$ cat config.mk
export PLATFORM = sky130hd
export DESIGN_NAME = mips_trace_buffer_flat
export DESIGN_NICKNAME = d
export VERILOG_FILES = /design/src/rtl/mips_trace_buffer_if.sv /design/src/rtl/mips_trace_buffer.sv /design/src/flat_wrapper.sv
export SDC_FILE = /design/constraint.sdc
export NUM_CORES = 1
export LEC_CHECK = 0
export BUFFER_PORTS_ARGS = -buffer_cell sky130_fd_sc_hd__buf_2
export CORE_ASPECT_RATIO = 0.5
export CORE_UTILIZATION = 45
export DETAILED_ROUTE_END_ITERATION = 8
export PLACE_DENSITY = 0.71
export SETUP_SLACK_MARGIN = 0.05
export SLEW_MARGIN = 20
export SYNTH_ARGS = -nofsm -noshare
export SYNTH_HDL_FRONTEND = slang
export SYNTH_SLANG_ARGS = --single-unit
$ cat constraint.sdc
create_clock -name clock -period 11 [get_ports clock]
set_input_delay 2.2 -clock clock [delete_from_list [all_inputs] [get_ports clock]]
set_output_delay 2.2 -clock clock [all_outputs]
set_load 0.005 [all_outputs]
$ cat src/rtl/mips_trace_buffer_if.sv
// rtl/mips_trace_buffer_if.sv - CPU observation bus and trace readout stream
interface mips_trace_buffer_if #(
    parameter int DATA_W = 32
);
    logic [DATA_W-1:0] pc;
    logic [DATA_W-1:0] inst;
    logic [DATA_W-1:0] alu_out;
    logic              reg_write;
    logic              mem_write;
    logic              pcsrc;
    logic              rd_valid;
    logic              rd_ready;
    logic [DATA_W-1:0] rd_pc;
    logic [DATA_W-1:0] rd_inst;
    logic [DATA_W-1:0] rd_alu;

    modport master (
        output pc, inst, alu_out, reg_write, mem_write, pcsrc, rd_ready,
        input  rd_valid, rd_pc, rd_inst, rd_alu
    );

    modport slave (
        input  pc, inst, alu_out, reg_write, mem_write, pcsrc, rd_ready,
        output rd_valid, rd_pc, rd_inst, rd_alu
    );
endinterface

$ cat src/rtl/mips_trace_buffer.sv
// rtl/mips_trace_buffer.sv - triggered one-shot CPU trace capture buffer with drain-to-idle readout
module mips_trace_buffer #(
    parameter int DATA_W = 32,
    parameter int DEPTH  = 16
) (
    input  logic                   clock,
    input  logic                   reset,
    input  logic                   arm,
    input  logic                   mode,
    input  logic [DATA_W-1:0]      trig_pc,
    output logic [1:0]             state,
    output logic [$clog2(DEPTH):0] count,
    mips_trace_buffer_if.slave     bus
);
    localparam int AW = $clog2(DEPTH);
    localparam int CW = AW + 1;

    typedef enum logic [1:0] {
        IDLE    = 2'b00,
        ARMED   = 2'b01,
        CAPTURE = 2'b10,
        DONE    = 2'b11
    } state_t;

    state_t            state_q, state_d;
    logic              mode_q;
    logic [DATA_W-1:0] trig_q;
    logic [AW-1:0]     wr_ptr, rd_ptr;
    logic [CW-1:0]     count_q;

    logic [DATA_W-1:0] mem_pc   [DEPTH];
    logic [DATA_W-1:0] mem_inst [DEPTH];
    logic [DATA_W-1:0] mem_alu  [DEPTH];

    logic trig_hit, qualified, do_write, do_pop, arm_take;

    assign arm_take  = (state_q == IDLE) && arm;
    assign trig_hit  = (state_q == ARMED) && (bus.pc == trig_q);
    assign qualified = !mode_q || bus.reg_write || bus.mem_write || bus.pcsrc;
    // The trigger cycle itself is the first capture-eligible cycle.
    assign do_write  = (trig_hit || (state_q == CAPTURE)) && qualified;
    assign do_pop    = bus.rd_valid && bus.rd_ready;

    always_comb begin
        state_d = state_q;
        case (state_q)
            IDLE:    if (arm) state_d = ARMED;
            ARMED:   if (trig_hit) state_d = CAPTURE;
            CAPTURE: if (do_write && (count_q == CW'(DEPTH - 1))) state_d = DONE;
            DONE:    if (do_pop && (count_q == CW'(1))) state_d = IDLE;
            default: state_d = IDLE;
        endcase
    end

    always_ff @(posedge clock or negedge reset) begin
        if (!reset) begin
            state_q <= IDLE;
        end else begin
            state_q <= state_d;
        end
    end

    always_ff @(posedge clock or negedge reset) begin
        if (!reset) begin
            mode_q  <= 1'b0;
            trig_q  <= '0;
            wr_ptr  <= '0;
            rd_ptr  <= '0;
            count_q <= '0;
        end else begin
            if (arm_take) begin
                mode_q <= mode;
                trig_q <= trig_pc;
            end
            if (do_write) begin
                wr_ptr  <= wr_ptr + AW'(1);
                count_q <= count_q + CW'(1);
            end else if (do_pop) begin
                count_q <= count_q - CW'(1);
                // Draining the last record returns both pointers to the origin.
                if (count_q == CW'(1)) begin
                    rd_ptr <= '0;
                    wr_ptr <= '0;
                end else begin
                    rd_ptr <= rd_ptr + AW'(1);
                end
            end
        end
    end

    always_ff @(posedge clock) begin
        if (do_write) begin
            mem_pc[wr_ptr]   <= bus.pc;
            mem_inst[wr_ptr] <= bus.inst;
            mem_alu[wr_ptr]  <= bus.alu_out;
        end
    end

    assign bus.rd_valid = (state_q == DONE) && (count_q != '0);
    assign bus.rd_pc    = mem_pc[rd_ptr];
    assign bus.rd_inst  = mem_inst[rd_ptr];
    assign bus.rd_alu   = mem_alu[rd_ptr];
    assign state        = state_q;
    assign count        = count_q;
endmodule

$ cat src/flat_wrapper.sv
// flat-port wrapper written by rule: the top's interface ports become plain ports
module mips_trace_buffer_flat 
#(
    parameter int DATA_W = 32,
    parameter int DEPTH  = 16
)
  (clock, reset, arm, mode, trig_pc, state, count, bus_pc, bus_inst, bus_alu_out, bus_reg_write, bus_mem_write, bus_pcsrc, bus_rd_ready, bus_rd_valid, bus_rd_pc, bus_rd_inst, bus_rd_alu);
  mips_trace_buffer_if #(.DATA_W(DATA_W)) bus_i ();
  input  logic clock;
  input  logic reset;
  input  logic arm;
  input  logic mode;
  input  logic [DATA_W-1:0] trig_pc;
  output logic [1:0] state;
  output logic [$clog2(DEPTH):0] count;
  input wire logic [$bits(bus_i.pc)-1:0] bus_pc;
  input wire logic [$bits(bus_i.inst)-1:0] bus_inst;
  input wire logic [$bits(bus_i.alu_out)-1:0] bus_alu_out;
  input wire logic [$bits(bus_i.reg_write)-1:0] bus_reg_write;
  input wire logic [$bits(bus_i.mem_write)-1:0] bus_mem_write;
  input wire logic [$bits(bus_i.pcsrc)-1:0] bus_pcsrc;
  input wire logic [$bits(bus_i.rd_ready)-1:0] bus_rd_ready;
  output wire logic [$bits(bus_i.rd_valid)-1:0] bus_rd_valid;
  output wire logic [$bits(bus_i.rd_pc)-1:0] bus_rd_pc;
  output wire logic [$bits(bus_i.rd_inst)-1:0] bus_rd_inst;
  output wire logic [$bits(bus_i.rd_alu)-1:0] bus_rd_alu;
  assign bus_i.pc = bus_pc;
  assign bus_i.inst = bus_inst;
  assign bus_i.alu_out = bus_alu_out;
  assign bus_i.reg_write = bus_reg_write;
  assign bus_i.mem_write = bus_mem_write;
  assign bus_i.pcsrc = bus_pcsrc;
  assign bus_i.rd_ready = bus_rd_ready;
  assign bus_rd_valid = bus_i.rd_valid;
  assign bus_rd_pc = bus_i.rd_pc;
  assign bus_rd_inst = bus_i.rd_inst;
  assign bus_rd_alu = bus_i.rd_alu;
  mips_trace_buffer #(.DATA_W(DATA_W), .DEPTH(DEPTH)) u_core (.clock(clock), .reset(reset), .arm(arm), .mode(mode), .trig_pc(trig_pc), .state(state), .count(count), .bus(bus_i));
endmodule
==> metrics.cfg <==
[run_status]
status = finished clean

[timing]
post-route-period-util = 0.6311
hold_viol = 0
finalSetupViolCount = 0
finalMaxSlewViolations = 0
fin_skew_ps = 30.25
period_needed_ps = 6942
worstMarginPinSlew_ps = 1142
rsz0062_at_grt = false
fin_setup_tns_ps = 0
slew_headroom = 0.2387
clock.fmax_mhz = 144.1

[route]
via_count = 30960
avgViaCountPerCell = 5.877
drc = 0
ant_nets = 0
wl_um = 140700
wl_per_cell_um = 26.71
drt_iter0_markers = 3302
drtPass1Iterations = 6

[clocking]
ctsHoldBuffers = 0
htreeDepth = 4
cts_resized = 0
clock-root-buffer = clkbuf_16
clock_path_buffers = 3
cts_buffers = 141
cts_setup_buffers = 0
cts_tree = yes
clk_pin_slew_worst_paths_ps = 60
cts_sinks = 1584
worstSkewPairLatency_ps = 780

[grt]
grt_max_degree = 139
grt_pass1_vias = 31610
grt_pass1_wl_um = 205300
overflow = 0
antenna_found_initial = 18
grt_usage = 0.2039

[die]
core_area_mm2 = 0.1347
die_w_um = 523.9
num_rows = 95
fp.dieH_um = 263.0
top_level_ports = 240
die_area_mm2 = 0.1378
initial_utilization = 0.4551

[worst_setup_path]
rr_startpoint = u_core.trig_q[9]
worstSetupEndpointType = primary output
path_class = flop to primary output
reg2regPathDepth = 7
cp.required_ps = 8800
cp-start-kind = flop
reg2reg_to = u_core.mem_alu[11][13]
rrSetupSlack_ps = 5990
startpoint = u_core.rd_ptr[1]
cp_max_fo = 48
arrival_ps = 4740

[placed_design]
placed_cells_incl_taps = 5008
hpwl_um = 74760
io_buffers = 239
gp_congestion = 0.7984

[min_path]
holdPathStages = 1
hp-class = flop to flop
hold_end = u_core.mode_q
hp-start = u_core.mode_q

[cells_and_area]
fin_cells = 5268
multi_input_area_mm2 = 0.01327
final_cell_mix = edfxtp_1 (1536), mux2i_1 (293), buf_2 (239), o21ai_0 (193), mux4_2 (192)
final_common_cell = edfxtp_1
nets = 3508
nFillCells = 10330
drive_above_1_share = 0.2431
regArea_mm2 = 0.04734
area_delta_synth_final_pct = 12.94

[logic_synthesis]
synth_seq_cells = 1584
synth_top_cell_by_area = edfxtp_1
syn_inst = 3094
synth_area_mm2 = 0.06130
async_reset_ff_frac = 0.03030
synth_area_per_cell_um2 = 19.81
synth_area_leaders = edfxtp_1 (75%), mux4_2 (7.1%), mux2i_1 (4.8%)
synth.top_cell.area_share = 0.7525
synth_enable_flop_cells = 1536
syn-num-nets = 3245
synth_flop_cell = edfxtp_1
synthesis.yosys.warnings = 0
ys_types = 46
ys_seq_area_frac = 0.7721

[flow_run]
max_cap_violations = 0

[pwr]
irDropWorstVdd_mv = 0.2225
pwr_density_cell_mw_per_mm2 = 199.4
p_leak_uw = 0.02172

state kept, by name, summed over array words and instances, names as in the netlist:
signal           cells
u_core.wr_ptr        4
u_core.rd_ptr        4
u_core.state         2
u_core.mem_pc      512
u_core.trig_q       32
u_core.count         5
u_core.mem_alu     512
u_core.mode_q        1
u_core.mem_inst    512
logic make-up (layout without fill, tap and decap cells):
logic type | after synthesis | after routing | synth area share
AO/OA/AOI/OAI | 498 | 498 | 0.05150
XOR/XNOR | 37 | 37 | 0.005287
adder cells (fa/ha/maj) | 15 | 15 | 0.003062
buffers and inverters | 183 | 556 | 0.01333
flip-flops | 1584 | 1584 | 0.7721
multiplexers | 616 | 616 | 0.1425
other | 0 | 7 | 0
AND/OR/NAND/NOR | 161 | 161 | 0.01229
worst max-delay path: stages, from the launching register on:
cell	delay [ps]
dfrtp_4	860
buf_4	690
and2_4	670
buf_4	740
a221oi_1	210
o21ai_0	240
nand2_1	240
buf_2	210
worst max path at each step:
stage,to,cells past startpoint
floorplan,u_core.mem_alu[3][0],7
global placement,u_core.mem_alu[6][9],8
global route,bus_rd_inst[8],7
finish,bus_rd_inst[31],7
CTS,bus_rd_inst[31],7
detailed placement,u_core.mem_alu[11][20],8
per-layer routing:
| layer | GRT usage | part of all wire | up-vias |
|---|---|---|---|
| met1 | 0.2776 | 0.41 | 16260 |
| met4 | 0.06605 | 0.027 | 8 |
| met5 | 0 | 0.00028 | - |
| met3 | 0.03771 | 0.070 | 234 |
| met2 | 0.3331 | 0.49 | 1192 |
| li1 | - | - | 13270 |
layout make-up:
class,count,area share
sequential,1584,0.6838
multi-input combinational,1327,0.1917
clock buffer,172,0.05355
tap,1794,0.03242
timing repair buffer,287,0.02362
clock inverter,81,0.01372
inverter,16,0.0008675
antenna,7,0.0002530
synthesized netlist by cell type (all sizes together) (2+ instances only):
library cell / number
a21oi: 101
a221oi: 97
a22oi: 96
and2: 9
and3: 6
buf: 84
clkbuf: 83
dfrtp: 48
edfxtp: 1536
ha: 15
inv: 16
mux2: 131
mux2i: 293
mux4: 192
nand2: 108
nand3: 5
nand3b: 2
nand4: 8
nor2: 11
nor3b: 2
nor4: 5
o21ai: 195
o2bb2ai: 2
xnor2: 35
xor2: 2
per-stage QoR:
| stage | util | power [uW] | cell area (um^2) | setup slack (ps) | hold slack (ps) |
|---|---|---|---|---|---|
| final | 0.5140 | 13810 | 69230 | 4058 | 514.7 |
| after global routing | 0.5140 | 14240 | 69220 | 3975 | 546.9 |
| after CTS | 0.5139 | 13890 | 69210 | 4116 | 513.5 |
| after detailed placement | 0.4793 | 8949 | 64550 | 4147 | 491.7 |
| after global placement | 0.4793 | 8923 | 64550 | 4260 | 491.4 |
| after floorplan | - | 8407 | 61300 | 1893 | 471.0 |
where the power goes:
group | total, uW | internal (uW) | switching (uW)
Combinational | 2080 | 1020 | 1060
Clock | 5000 | 2800 | 2200
Sequential | 6730 | 6640 | 82.1
Power figures use the tool's default switching activity.
